[src/rtl/crc_chk_pkg.sv]
// Shared types and defaults for the CRC check sequencer.
// Latency: n/a (types and constants only).
// Backpressure: n/a.
`timescale 1ns/1ps
package crc_chk_pkg;

  // Sequencer FSM states, 2-bit encoding
  typedef enum logic [1:0] {
    IDLE   = 2'd0,
    LAUNCH = 2'd1,
    WAIT   = 2'd2,
    REPORT = 2'd3
  } state_t;

  // Default widths, shared with the CRC calculator
  localparam int DEF_CRC_GPW_MAX = 8;
  localparam int DEF_DWIDTH      = 16;

endpackage

[src/rtl/crc_check_sequencer_if.sv]
// Request, calculator and result signals of the CRC check sequencer.
// Latency: n/a (wiring only).
// Backpressure: startReady gates requests; resValid is held until resAck.
`timescale 1ns/1ps
interface crc_check_sequencer_if
  import crc_chk_pkg::*;
#(
  parameter int CRC_GPW_MAX = DEF_CRC_GPW_MAX,
  parameter int DWIDTH      = DEF_DWIDTH,
  parameter int CNT_W       = 16
);
  // request side
  logic                   startIn;
  logic                   startReady;
  logic [DWIDTH-1:0]      dataIn;
  logic [CRC_GPW_MAX-1:0] genPolyIn;
  logic [CRC_GPW_MAX-1:0] expCrcIn;
  // calculator side
  logic                   calcEn;
  logic [DWIDTH-1:0]      calcData;
  logic [CRC_GPW_MAX-1:0] calcPoly;
  logic [CRC_GPW_MAX-1:0] calcCrc;
  logic                   calcReady;
  // result side
  logic                   resValid;
  logic                   resPass;
  logic                   resTimeout;
  logic [CRC_GPW_MAX-1:0] resCrc;
  logic                   resAck;
  logic [CNT_W-1:0]       passCnt;
  logic [CNT_W-1:0]       failCnt;

  // Sequencer view
  modport slave (
    input  startIn, dataIn, genPolyIn, expCrcIn, calcCrc, calcReady, resAck,
    output startReady, calcEn, calcData, calcPoly,
           resValid, resPass, resTimeout, resCrc, passCnt, failCnt
  );

  // Environment view (requester, calculator and result consumer)
  modport master (
    output startIn, dataIn, genPolyIn, expCrcIn, calcCrc, calcReady, resAck,
    input  startReady, calcEn, calcData, calcPoly,
           resValid, resPass, resTimeout, resCrc, passCnt, failCnt
  );
endinterface

[src/rtl/crc_chk_sat_cnt.sv]
// Saturating event counter; sticks at all-ones.
// Latency: count visible the cycle after inc_en.
// Backpressure: none; increments beyond all-ones are dropped.
`timescale 1ns/1ps
module crc_chk_sat_cnt #(
  parameter int CNT_W = 16
) (
  input  logic             clk,
  input  logic             rst,
  input  logic             inc_en,
  output logic [CNT_W-1:0] cnt
);
  logic [CNT_W-1:0] cnt_q, cnt_d;

  // Next count: +1 unless already saturated
  always_comb begin
    cnt_d = cnt_q;
    if (inc_en && (cnt_q != {CNT_W{1'b1}})) begin
      cnt_d = cnt_q + 1'b1;
    end
  end

  // Count register, cleared asynchronously
  always_ff @(posedge clk or posedge rst) begin
    if (rst) begin
      cnt_q <= '0;
    end else begin
      cnt_q <= cnt_d;
    end
  end

  assign cnt = cnt_q;
endmodule

[src/rtl/crc_check_sequencer.sv]
// Feeds one frame to the CRC calculator and checks the returned CRC against the expected one.
// Latency: calcEn the cycle after accept; result the cycle after calcReady (or TIMEOUT_CYC+1 after calcEn).
// Backpressure: one frame in flight; result held until resAck, new start only back in IDLE.
// Build option: define CRC_CHK_STATS_EN to include the pass/fail statistics counters.
`timescale 1ns/1ps
module crc_check_sequencer
  import crc_chk_pkg::*;
#(
  parameter int CRC_GPW_MAX = DEF_CRC_GPW_MAX,
  parameter int DWIDTH      = DEF_DWIDTH,
  parameter int TIMEOUT_CYC = 64,
  parameter int CNT_W       = 16
) (
  input  logic                clk,
  input  logic                rst,
  crc_check_sequencer_if.slave bus
);
  // Wide enough to hold TIMEOUT_CYC; the counter leaves WAIT on reaching it, so it never wraps
  localparam int TW = $clog2(TIMEOUT_CYC + 1);
  localparam logic [TW-1:0] TMO_LAST = TW'(TIMEOUT_CYC - 1);

  state_t                 state_q, state_d;
  logic [DWIDTH-1:0]      data_q, data_d;
  logic [CRC_GPW_MAX-1:0] poly_q, poly_d;
  logic [CRC_GPW_MAX-1:0] exp_q, exp_d;
  logic [TW-1:0]          tmo_cnt_q, tmo_cnt_d;
  logic                   res_pass_q, res_pass_d;
  logic                   res_tmo_q, res_tmo_d;
  logic [CRC_GPW_MAX-1:0] res_crc_q, res_crc_d;

  // Next-state and datapath capture for the frame sequencer
  always_comb begin
    state_d    = state_q;
    data_d     = data_q;
    poly_d     = poly_q;
    exp_d      = exp_q;
    tmo_cnt_d  = tmo_cnt_q;
    res_pass_d = res_pass_q;
    res_tmo_d  = res_tmo_q;
    res_crc_d  = res_crc_q;
    case (state_q)
      IDLE: begin
        if (bus.startIn) begin
          data_d  = bus.dataIn;
          poly_d  = bus.genPolyIn;
          exp_d   = bus.expCrcIn;
          state_d = LAUNCH;
        end
      end
      LAUNCH: begin
        // calcReady seen here belongs to an earlier request and is ignored
        tmo_cnt_d = '0;
        state_d   = WAIT;
      end
      WAIT: begin
        tmo_cnt_d = tmo_cnt_q + 1'b1;
        if (bus.calcReady) begin
          // an answer on the last allowed cycle still counts as an answer
          res_crc_d  = bus.calcCrc;
          res_pass_d = (bus.calcCrc == exp_q);
          res_tmo_d  = 1'b0;
          state_d    = REPORT;
        end else if (tmo_cnt_q == TMO_LAST) begin
          res_crc_d  = '0;
          res_pass_d = 1'b0;
          res_tmo_d  = 1'b1;
          state_d    = REPORT;
        end
      end
      REPORT: begin
        if (bus.resAck) begin
          state_d = IDLE;
        end
      end
      default: state_d = IDLE;
    endcase
  end

  // State and captured-frame registers; reset abandons any frame in flight
  always_ff @(posedge clk or posedge rst) begin
    if (rst) begin
      state_q    <= IDLE;
      data_q     <= '0;
      poly_q     <= '0;
      exp_q      <= '0;
      tmo_cnt_q  <= '0;
      res_pass_q <= 1'b0;
      res_tmo_q  <= 1'b0;
      res_crc_q  <= '0;
    end else begin
      state_q    <= state_d;
      data_q     <= data_d;
      poly_q     <= poly_d;
      exp_q      <= exp_d;
      tmo_cnt_q  <= tmo_cnt_d;
      res_pass_q <= res_pass_d;
      res_tmo_q  <= res_tmo_d;
      res_crc_q  <= res_crc_d;
    end
  end

  assign bus.startReady = (state_q == IDLE);
  assign bus.calcEn     = (state_q == LAUNCH);
  assign bus.calcData   = data_q;
  assign bus.calcPoly   = poly_q;
  assign bus.resValid   = (state_q == REPORT);
  assign bus.resPass    = res_pass_q;
  assign bus.resTimeout = res_tmo_q;
  assign bus.resCrc     = res_crc_q;

`ifdef CRC_CHK_STATS_EN
  logic             result_done;
  logic             pass_inc;
  logic             fail_inc;
  logic [CNT_W-1:0] pass_cnt;
  logic [CNT_W-1:0] fail_cnt;

  // Exactly one counter steps on every WAIT->REPORT transition
  assign result_done = (state_q == WAIT) && (state_d == REPORT);
  assign pass_inc    = result_done &&  res_pass_d;
  assign fail_inc    = result_done && !res_pass_d;

  crc_chk_sat_cnt #(.CNT_W(CNT_W)) u_pass_cnt (
    .clk    (clk),
    .rst    (rst),
    .inc_en (pass_inc),
    .cnt    (pass_cnt)
  );

  crc_chk_sat_cnt #(.CNT_W(CNT_W)) u_fail_cnt (
    .clk    (clk),
    .rst    (rst),
    .inc_en (fail_inc),
    .cnt    (fail_cnt)
  );

  assign bus.passCnt = pass_cnt;
  assign bus.failCnt = fail_cnt;
`else
  assign bus.passCnt = '0;
  assign bus.failCnt = '0;
`endif
endmodule
[src/flat_wrapper.sv]
// flat-port wrapper written by rule: the top's interface ports become plain ports
module crc_check_sequencer_flat import crc_chk_pkg::*;
#(
  parameter int CRC_GPW_MAX = DEF_CRC_GPW_MAX,
  parameter int DWIDTH      = DEF_DWIDTH,
  parameter int TIMEOUT_CYC = 64,
  parameter int CNT_W       = 16
)
  (clk, rst, bus_startIn, bus_dataIn, bus_genPolyIn, bus_expCrcIn, bus_calcCrc, bus_calcReady, bus_resAck, bus_startReady, bus_calcEn, bus_calcData, bus_calcPoly, bus_resValid, bus_resPass, bus_resTimeout, bus_resCrc, bus_passCnt, bus_failCnt);
  crc_check_sequencer_if #(.CRC_GPW_MAX(CRC_GPW_MAX), .DWIDTH(DWIDTH), .CNT_W(CNT_W)) bus_i ();
  input  logic clk;
  input  logic rst;
  input wire logic [$bits(bus_i.startIn)-1:0] bus_startIn;
  input wire logic [$bits(bus_i.dataIn)-1:0] bus_dataIn;
  input wire logic [$bits(bus_i.genPolyIn)-1:0] bus_genPolyIn;
  input wire logic [$bits(bus_i.expCrcIn)-1:0] bus_expCrcIn;
  input wire logic [$bits(bus_i.calcCrc)-1:0] bus_calcCrc;
  input wire logic [$bits(bus_i.calcReady)-1:0] bus_calcReady;
  input wire logic [$bits(bus_i.resAck)-1:0] bus_resAck;
  output wire logic [$bits(bus_i.startReady)-1:0] bus_startReady;
  output wire logic [$bits(bus_i.calcEn)-1:0] bus_calcEn;
  output wire logic [$bits(bus_i.calcData)-1:0] bus_calcData;
  output wire logic [$bits(bus_i.calcPoly)-1:0] bus_calcPoly;
  output wire logic [$bits(bus_i.resValid)-1:0] bus_resValid;
  output wire logic [$bits(bus_i.resPass)-1:0] bus_resPass;
  output wire logic [$bits(bus_i.resTimeout)-1:0] bus_resTimeout;
  output wire logic [$bits(bus_i.resCrc)-1:0] bus_resCrc;
  output wire logic [$bits(bus_i.passCnt)-1:0] bus_passCnt;
  output wire logic [$bits(bus_i.failCnt)-1:0] bus_failCnt;
  assign bus_i.startIn = bus_startIn;
  assign bus_i.dataIn = bus_dataIn;
  assign bus_i.genPolyIn = bus_genPolyIn;
  assign bus_i.expCrcIn = bus_expCrcIn;
  assign bus_i.calcCrc = bus_calcCrc;
  assign bus_i.calcReady = bus_calcReady;
  assign bus_i.resAck = bus_resAck;
  assign bus_startReady = bus_i.startReady;
  assign bus_calcEn = bus_i.calcEn;
  assign bus_calcData = bus_i.calcData;
  assign bus_calcPoly = bus_i.calcPoly;
  assign bus_resValid = bus_i.resValid;
  assign bus_resPass = bus_i.resPass;
  assign bus_resTimeout = bus_i.resTimeout;
  assign bus_resCrc = bus_i.resCrc;
  assign bus_passCnt = bus_i.passCnt;
  assign bus_failCnt = bus_i.failCnt;
  crc_check_sequencer #(.CRC_GPW_MAX(CRC_GPW_MAX), .DWIDTH(DWIDTH), .TIMEOUT_CYC(TIMEOUT_CYC), .CNT_W(CNT_W)) u_core (.clk(clk), .rst(rst), .bus(bus_i));
endmodule
[config.mk]
export PLATFORM = sky130hd
export DESIGN_NAME = crc_check_sequencer_flat
export DESIGN_NICKNAME = d
export VERILOG_FILES = /design/src/rtl/crc_chk_pkg.sv /design/src/rtl/crc_check_sequencer_if.sv /design/src/rtl/crc_chk_sat_cnt.sv /design/src/rtl/crc_check_sequencer.sv /design/src/flat_wrapper.sv
export SDC_FILE = /design/constraint.sdc
export NUM_CORES = 1
export LEC_CHECK = 0
export ABC_AREA = 1
export CORE_MARGIN = 4
export CORE_UTILIZATION = 38
export DETAILED_ROUTE_END_ITERATION = 6
export PLACE_DENSITY = 0.77
export SLEW_MARGIN = 5
export SYNTH_ARGS = -nofsm -noshare
export SYNTH_HDL_FRONTEND = slang
export SYNTH_SLANG_ARGS = --single-unit
export TNS_END_PERCENT = 100
[constraint.sdc]
create_clock -name clk -period 1.5 [get_ports clk]
set_clock_uncertainty 0.2 [all_clocks]
set_input_delay 0.15 -clock clk [delete_from_list [all_inputs] [get_ports clk]]
set_output_delay 0.15 -clock clk [all_outputs]
set_load 0.05 [all_outputs]
==> metrics.txt, run 1 <==
fmax 640 MHz; worst min path class in2reg; pwr dens 2380 nW/um^2; setup ws final -0.0627 ns; maximum fanout along the worst path 10; Worst setup EP type register; GR Overflow Total 0; vias in the first global route 2,205; Root Driver clkbuf_8; area of the die 8100 um^2; share of cells above drive strength 1 37.6%; failing checks setup timing; via/cell ratio 4.75; final net count 419; Post-Synthesis Cells 260; Initial Utilization 39.8%; core area 6420 um^2; insertion delay to the later sink of the worst-skew pair 0.31 ns; Leakage 2.05 nW; initial antenna violation count 0; first-pass GRT wire length 10,400 um; clock-pin slew on the worst setup and hold paths 0.10 ns; Setup Viol. Count Final 40; WS Path Type reg2reg; syn_area_per_cell 9.83 um^2; PortBufs 81; Worst Setup Start Kind register; Die Y 90.0 um; Final period util 104%; outcome finished, violations left; Iteration-0 DRC Markers 85; chip width 90.0 um; Yosys warnings 0; Place WS -0.0965 ns; Synth Cell Area 2560 um^2; leading cell type in the layout, fill and taps excluded dfrtp_1; Netlist cell types 27; Area after DPL 3910 um^2; worst vdd ir 1790 uV; Top Ports 114; CP Data Arrival Time 1.56 ns; Period minus WS final 1.56 ns; TritonRoute pass-1 iters 4; CTS tree done; pin count of the biggest net entering global routing 28; RR Startpoint u_core.state_q[0]$_DFFE_PP0P_; Setup crit start u_core.state_q[0]$_DFFE_PP0P_; hold wc startpoint bus_expCrcIn[4]; unrepaired setup endpoints after global routing true; #FFs+latches synth 51; H-tree levels 2; antenna cell count 0; worst path required time 1.49 ns; Max Slew Vio Count 0; global placement routability congestion 0.756; post-synthesis sequential area ratio 49.9%; Fin. Hold Viols 0; Final Cell Area 4300 um^2; Clock Sinks 51; total wire length 6720 um; wire per inst 15.0 um; Area Growth Syn to Fin 68.3%; final non-filler cell total 447; Vias 2,122; Max-Cap Viols 0; Final HPWL DP 4840 um; post-route ant nets 0; # DRC 0; total track usage 15.7%; # placed instances 429; CTS buffer count 5; most frequent cells in the layout dfrtp_1 (51), clkdlybuf4s50_1 (44), buf_12 (40); Rows 29; Fin Hold WS 0.202 ns; Clock Tree Buf Depth 2
flip-flops by register name (all words and copies together) (netlist names):
name / count
u_core.bus.calcData: 16
u_core.bus.calcPoly: 8
u_core.bus.resCrc: 8
u_core.exp_q: 8
u_core.tmo_cnt_q: 7
u_core.state_q: 2
u_core.bus.resPass: 1
u_core.bus.resTimeout: 1
layer usage:
| metal | GRT usage (%) | up-vias | wire length, um |
|---|---|---|---|
| li1 | - | 982 | - |
| met1 | 16.0 | 1027 | 2280 |
| met2 | 26.9 | 97 | 3480 |
| met3 | 8.35 | 16 | 769 |
| met4 | 6.51 | 0 | 179 |
| met5 | 0 | - | 0 |
critical path: stages, from the launching register on:
cell	delay, ns
dfrtp_1	0.39
inv_2	0.11
ha_4	0.17
nand2_4	0.10
buf_16	0.18
mux2_1	0.31
metrics by stage:
step	total power [mW]	TNS, ns	utilization [%]
6_report	10.2	-1.44	67.0
5_1_grt	10.7	-4.41	67.0
4_1_cts	9.84	-0.831	63.8
3_5_place_dp	8.70	-2.04	60.9
3_3_place_gp	8.54	-1.55	60.9
2_1_floorplan	5.83	-1.68	-
where the power goes:
| group | internal [mW] | total [mW] | switching (mW) |
|---|---|---|---|
| Sequential | 1.98 | 2.60 | 0.621 |
| Clock | 0.497 | 0.969 | 0.472 |
| Combinational | 3.30 | 6.67 | 3.37 |
final cells by class:
type,count,area [um^2]
clock buffers,5,68.8
clock inverters,3,43.8
repair buffers,108,1480
well taps,77,96.3
fillers,464,2120
multi-input cells,171,1220
inverters,32,124
flip-flops and latches,51,1280
final timing paths:
| check | end | slack, ns | cells after the start |
|---|---|---|---|
| worst max-delay path | u_core.bus.calcPoly[4]$_DFFE_PP0P_ | -0.06 | 5 |
| worst min-delay path | u_core.exp_q[4]$_DFFE_PP0P_ | 0.20 | 3 |
| worst max register to register | u_core.bus.calcPoly[4]$_DFFE_PP0P_ | -0.06 | 5 |
| worst min register to register | u_core.exp_q[6]$_DFFE_PP0P_ | 0.35 | 2 |
| max in group asynchronous | u_core.tmo_cnt_q[2]$_DFFE_PP0P_ | 0.22 | 4 |
| min in group asynchronous | u_core.bus.calcData[4]$_DFFE_PP0P_ | 0.49 | 3 |
cell families after synthesis:
family                     after synthesis  share of synthesized area (%)
and+or+nand+nor                         80                           14.7
DFF                                     51                           49.9
AOI/OAI and AO/OA                       28                           6.07
adders and majority gates                5                           2.45
muxes                                   25                           11.0
buffers and inverters                   70                           15.7
other                                    1                          0.147
synth_stat cells:
| cell type | n | area share [%] |
|---|---|---|
| mux2_1 | 15 | 6.6 |
| nor3_2 | 1 | 0.39 |
| o21ai_2 | 1 | 0.34 |
| o21ai_0 | 3 | 0.59 |
| nand2_4 | 1 | 0.44 |
| ha_1 | 5 | 2.4 |
| nand2_1 | 38 | 5.6 |
| a21oi_1 | 11 | 2.2 |
| buf_2 | 3 | 0.59 |
| a21oi_2 | 2 | 0.69 |
| o211ai_1 | 1 | 0.29 |
| inv_1 | 31 | 4.6 |
| conb_1 | 1 | 0.15 |
| nor2_4 | 1 | 0.44 |
| buf_4 | 34 | 10 |
| nand2_2 | 4 | 0.98 |
| nor3_1 | 1 | 0.20 |
| nand4_4 | 1 | 0.83 |
| mux2_2 | 10 | 4.4 |
| dfrtp_1 | 51 | 50 |
| o22ai_1 | 1 | 0.24 |
| nor2_2 | 2 | 0.49 |
| nor2_1 | 15 | 2.2 |
| buf_6 | 1 | 0.44 |
| nand3_1 | 16 | 3.1 |
| inv_2 | 1 | 0.15 |
| o21ai_1 | 9 | 1.8 |
timing repair:
| item | 4_1_cts | 5_1_grt |
|---|---|---|
| setup endpoints to repair | 31 | 51 |
| gates resized for setup | 8 | 35 |
| buffers inserted | 1 | 7 |
| gates cloned | 1 | 1 |
| pin swaps | 3 | 10 |
| hold endpoints to repair | 7 | 0 |
| hold buffers | 1 | 0 |
No activity file was read; power rests on OpenSTA's default activity.
==> run 2, diff against run 1 <==
Settings changed: PLACE_DENSITY 0.77 to not set, PLACE_DENSITY_LB_ADDON set to 0.12.
==> run 2 against run 1 <==
The run still ends with setup timing left. Highest routed layer unchanged. Utilization grew 2.9 points. Hold slack lost 0.16 ns. Sequential share of layout area shrank 1.2 points. Sequential power is essentially flat. Maximum frequency shrank 1.8%. Global-route usage shrank 2.2 points. Critical path type unchanged. Combinational power grew 2%. Critical endpoint unchanged. Wire length shrank 9.5%. Register-to-register slack lost 0.03 ns. Die area is the same. Largest power group unchanged.
==> metrics.txt, run 2 (synthesis results as in run 1) <==
fmax 628 MHz (-1.8%); Pint 6.00 mW (+4.0%); Sw Ratio 42.3% (-1.4 points); Final period util 106% (+1.9 points); Final HPWL DP 4310 um (-11%); WS Path Type reg2reg; final net count 426 (+1.7%); Worst Setup Start Kind register; final non-filler cell total 454 (+1.6%); # placed instances 429 (unchanged); antenna cell count 0 (unchanged); max reg flops 16 (unchanged); vias in the first global route 2,026 (-8.1%); clock-pin slew on the worst setup and hold paths 0.09 ns (about the same); met1 wire length 2220 um (-2.6%); Vias 2,067 (-2.6%); total track usage 13.5% (-2.2 points); core area 6420 um^2 (unchanged); Root Driver clkbuf_8; PortBufs 81 (unchanged); TritonRoute pass-1 iters 4 (unchanged); Core Util, Final 69.9% (+2.9 points); most frequent cells in the layout dfrtp_1 (50), clkdlybuf4s50_1 (44), buf_12 (41); Rows 29 (unchanged); Period minus WS final 1.59 ns (+0.0292 ns); Met2 Routed Length 3030 um (-13%); Logic pwr share 65.7% (+0.5 points); chip width 90.0 um (unchanged); CTS tree done; total wire length 6080 um (-9.5%); clock power share 9.4% (about the same); hold buffers post-CTS 0 (-1); insertion delay to the later sink of the worst-skew pair 0.30 ns (about the same); Clock Tree Buf Depth 2 (unchanged); fillers 493 (+6.3%); Place WS -0.0879 ns (+0.00854 ns); wire per inst 13.4 um (-11%); Iteration-0 DRC Markers 72 (-15%); maximum fanout along the worst path 6 (-4); Final Cell Area 4490 um^2 (+4.3%); worst min path class in2async; worst path required time 1.49 ns (about the same); Fin Hold WS 0.0390 ns (-0.163 ns); DR top layer met4; metal3 WL 752 um (-2.2%); pin count of the biggest net entering global routing 38 (+36%); Max-Cap Viols 0 (unchanged); pwr dens 2320 nW/um^2 (-2.6%); initial antenna violation count 0 (unchanged); leading cell type in the layout, fill and taps excluded dfrtp_1; via/cell ratio 4.55 (-4.1%); Leakage 2.12 nW (+3.4%); Switch Pwr 4.39 mW (-1.6%); Sequential Power Share 24.8% (-0.6 points); area of the die 8100 um^2 (unchanged); failing checks setup timing; Top Ports 114 (unchanged); Max Slew Vio Count 0 (unchanged); CP Data Arrival Time 1.58 ns (+0.02 ns); Fin. Hold Viols 0 (unchanged); # DRC 0 (unchanged); post-route ant nets 0 (unchanged); Setup Viol. Count Final 40 (unchanged); Die Y 90.0 um (unchanged); first-pass GRT wire length 9000 um (-13%); outcome finished, violations left; setup ws final -0.0919 ns (-0.0292 ns); CTS buffer count 5 (unchanged); unrepaired setup endpoints after global routing true; Worst setup EP type register; Area after DPL 3900 um^2 (-0.32%); GR Overflow Total 0 (unchanged); worst vdd ir 1440 uV (-20%); H-tree levels 2 (unchanged); Area Growth Syn to Fin 75.5%; Initial Utilization 39.8% (unchanged); share of cells above drive strength 1 41.6% (+4.1 points); Clock Sinks 51 (unchanged); global placement routability congestion 0.752 (-0.48%)
run 2: layout make-up:
type | count | area (um^2) | share of cell area (%)
tap | 77 | 96.3 | 2.15
clock inverter | 2 | 35.0 | 0.781
clock buffer | 6 | 82.6 | 1.84
multi-input combinational | 171 | 1270 | 28.4
inverter | 32 | 126 | 2.82
sequential | 51 | 1280 | 28.5
timing repair buffer | 115 | 1600 | 35.6
run 2: power groups by stage:
stage / sequential (mW) / combinational (mW) / clock (mW)
after detailed placement: 2.58 / 6.05 / 0
after global routing: 2.67 / 7.20 / 1.07
after CTS: 2.56 / 6.13 / 1.02
after global placement: 2.56 / 5.98 / 0
after floorplan: 3.84 / 1.99 / 0
final: 2.58 / 6.83 / 0.982
run 2: what timing repair did:
action / CTS / global route
gates cloned: 0 / 5
setup buffers: 0 / 12
pin swaps: 2 / 12
gates resized for setup: 6 / 58
endpoints found under the setup margin: 38 / 50
run 2: worst max-delay path, stage by stage, from the launching register on:
cell	delay, ns
dfrtp_2	0.45
inv_4	0.08
ha_4	0.17
nand2_8	0.10
clkbuf_16	0.19
mux2_4	0.29
run 2: worst paths after layout:
kind,start,endpoint,slack [ns],depth (start not counted)
max,u_core.state_q[1]$_DFFE_PP0P_,u_core.bus.calcPoly[4]$_DFFE_PP0P_,-0.09,5
min,rst,u_core.exp_q[2]$_DFFE_PP0P_,0.04,3
max reg2reg,u_core.state_q[1]$_DFFE_PP0P_,u_core.bus.calcPoly[4]$_DFFE_PP0P_,-0.09,5
min reg2reg,u_core.tmo_cnt_q[6]$_DFFE_PP0P_,u_core.tmo_cnt_q[6]$_DFFE_PP0P_,0.34,3
max in group asynchronous,rst,u_core.state_q[1]$_DFFE_PP0P_,0.87,3
min in group clk,bus_calcCrc[1],u_core.bus.resCrc[1]$_DFFE_PP0P_,0.24,3
run 2: per-stage QoR:
stage	total power [mW]	setup TNS, ns
2_1_floorplan	5.83	-1.68
6_report	10.4	-2.10
3_3_place_gp	8.54	-1.54
4_1_cts	9.72	-1.56
5_1_grt	10.9	-4.26
3_5_place_dp	8.63	-2.06
run 2: per-layer routing:
layer	GRT usage, %	vias to the layer above
met3	8.35	8
met4	4.34	0
met2	22.8	78
li1	-	996
met1	13.8	985
met5	0	-
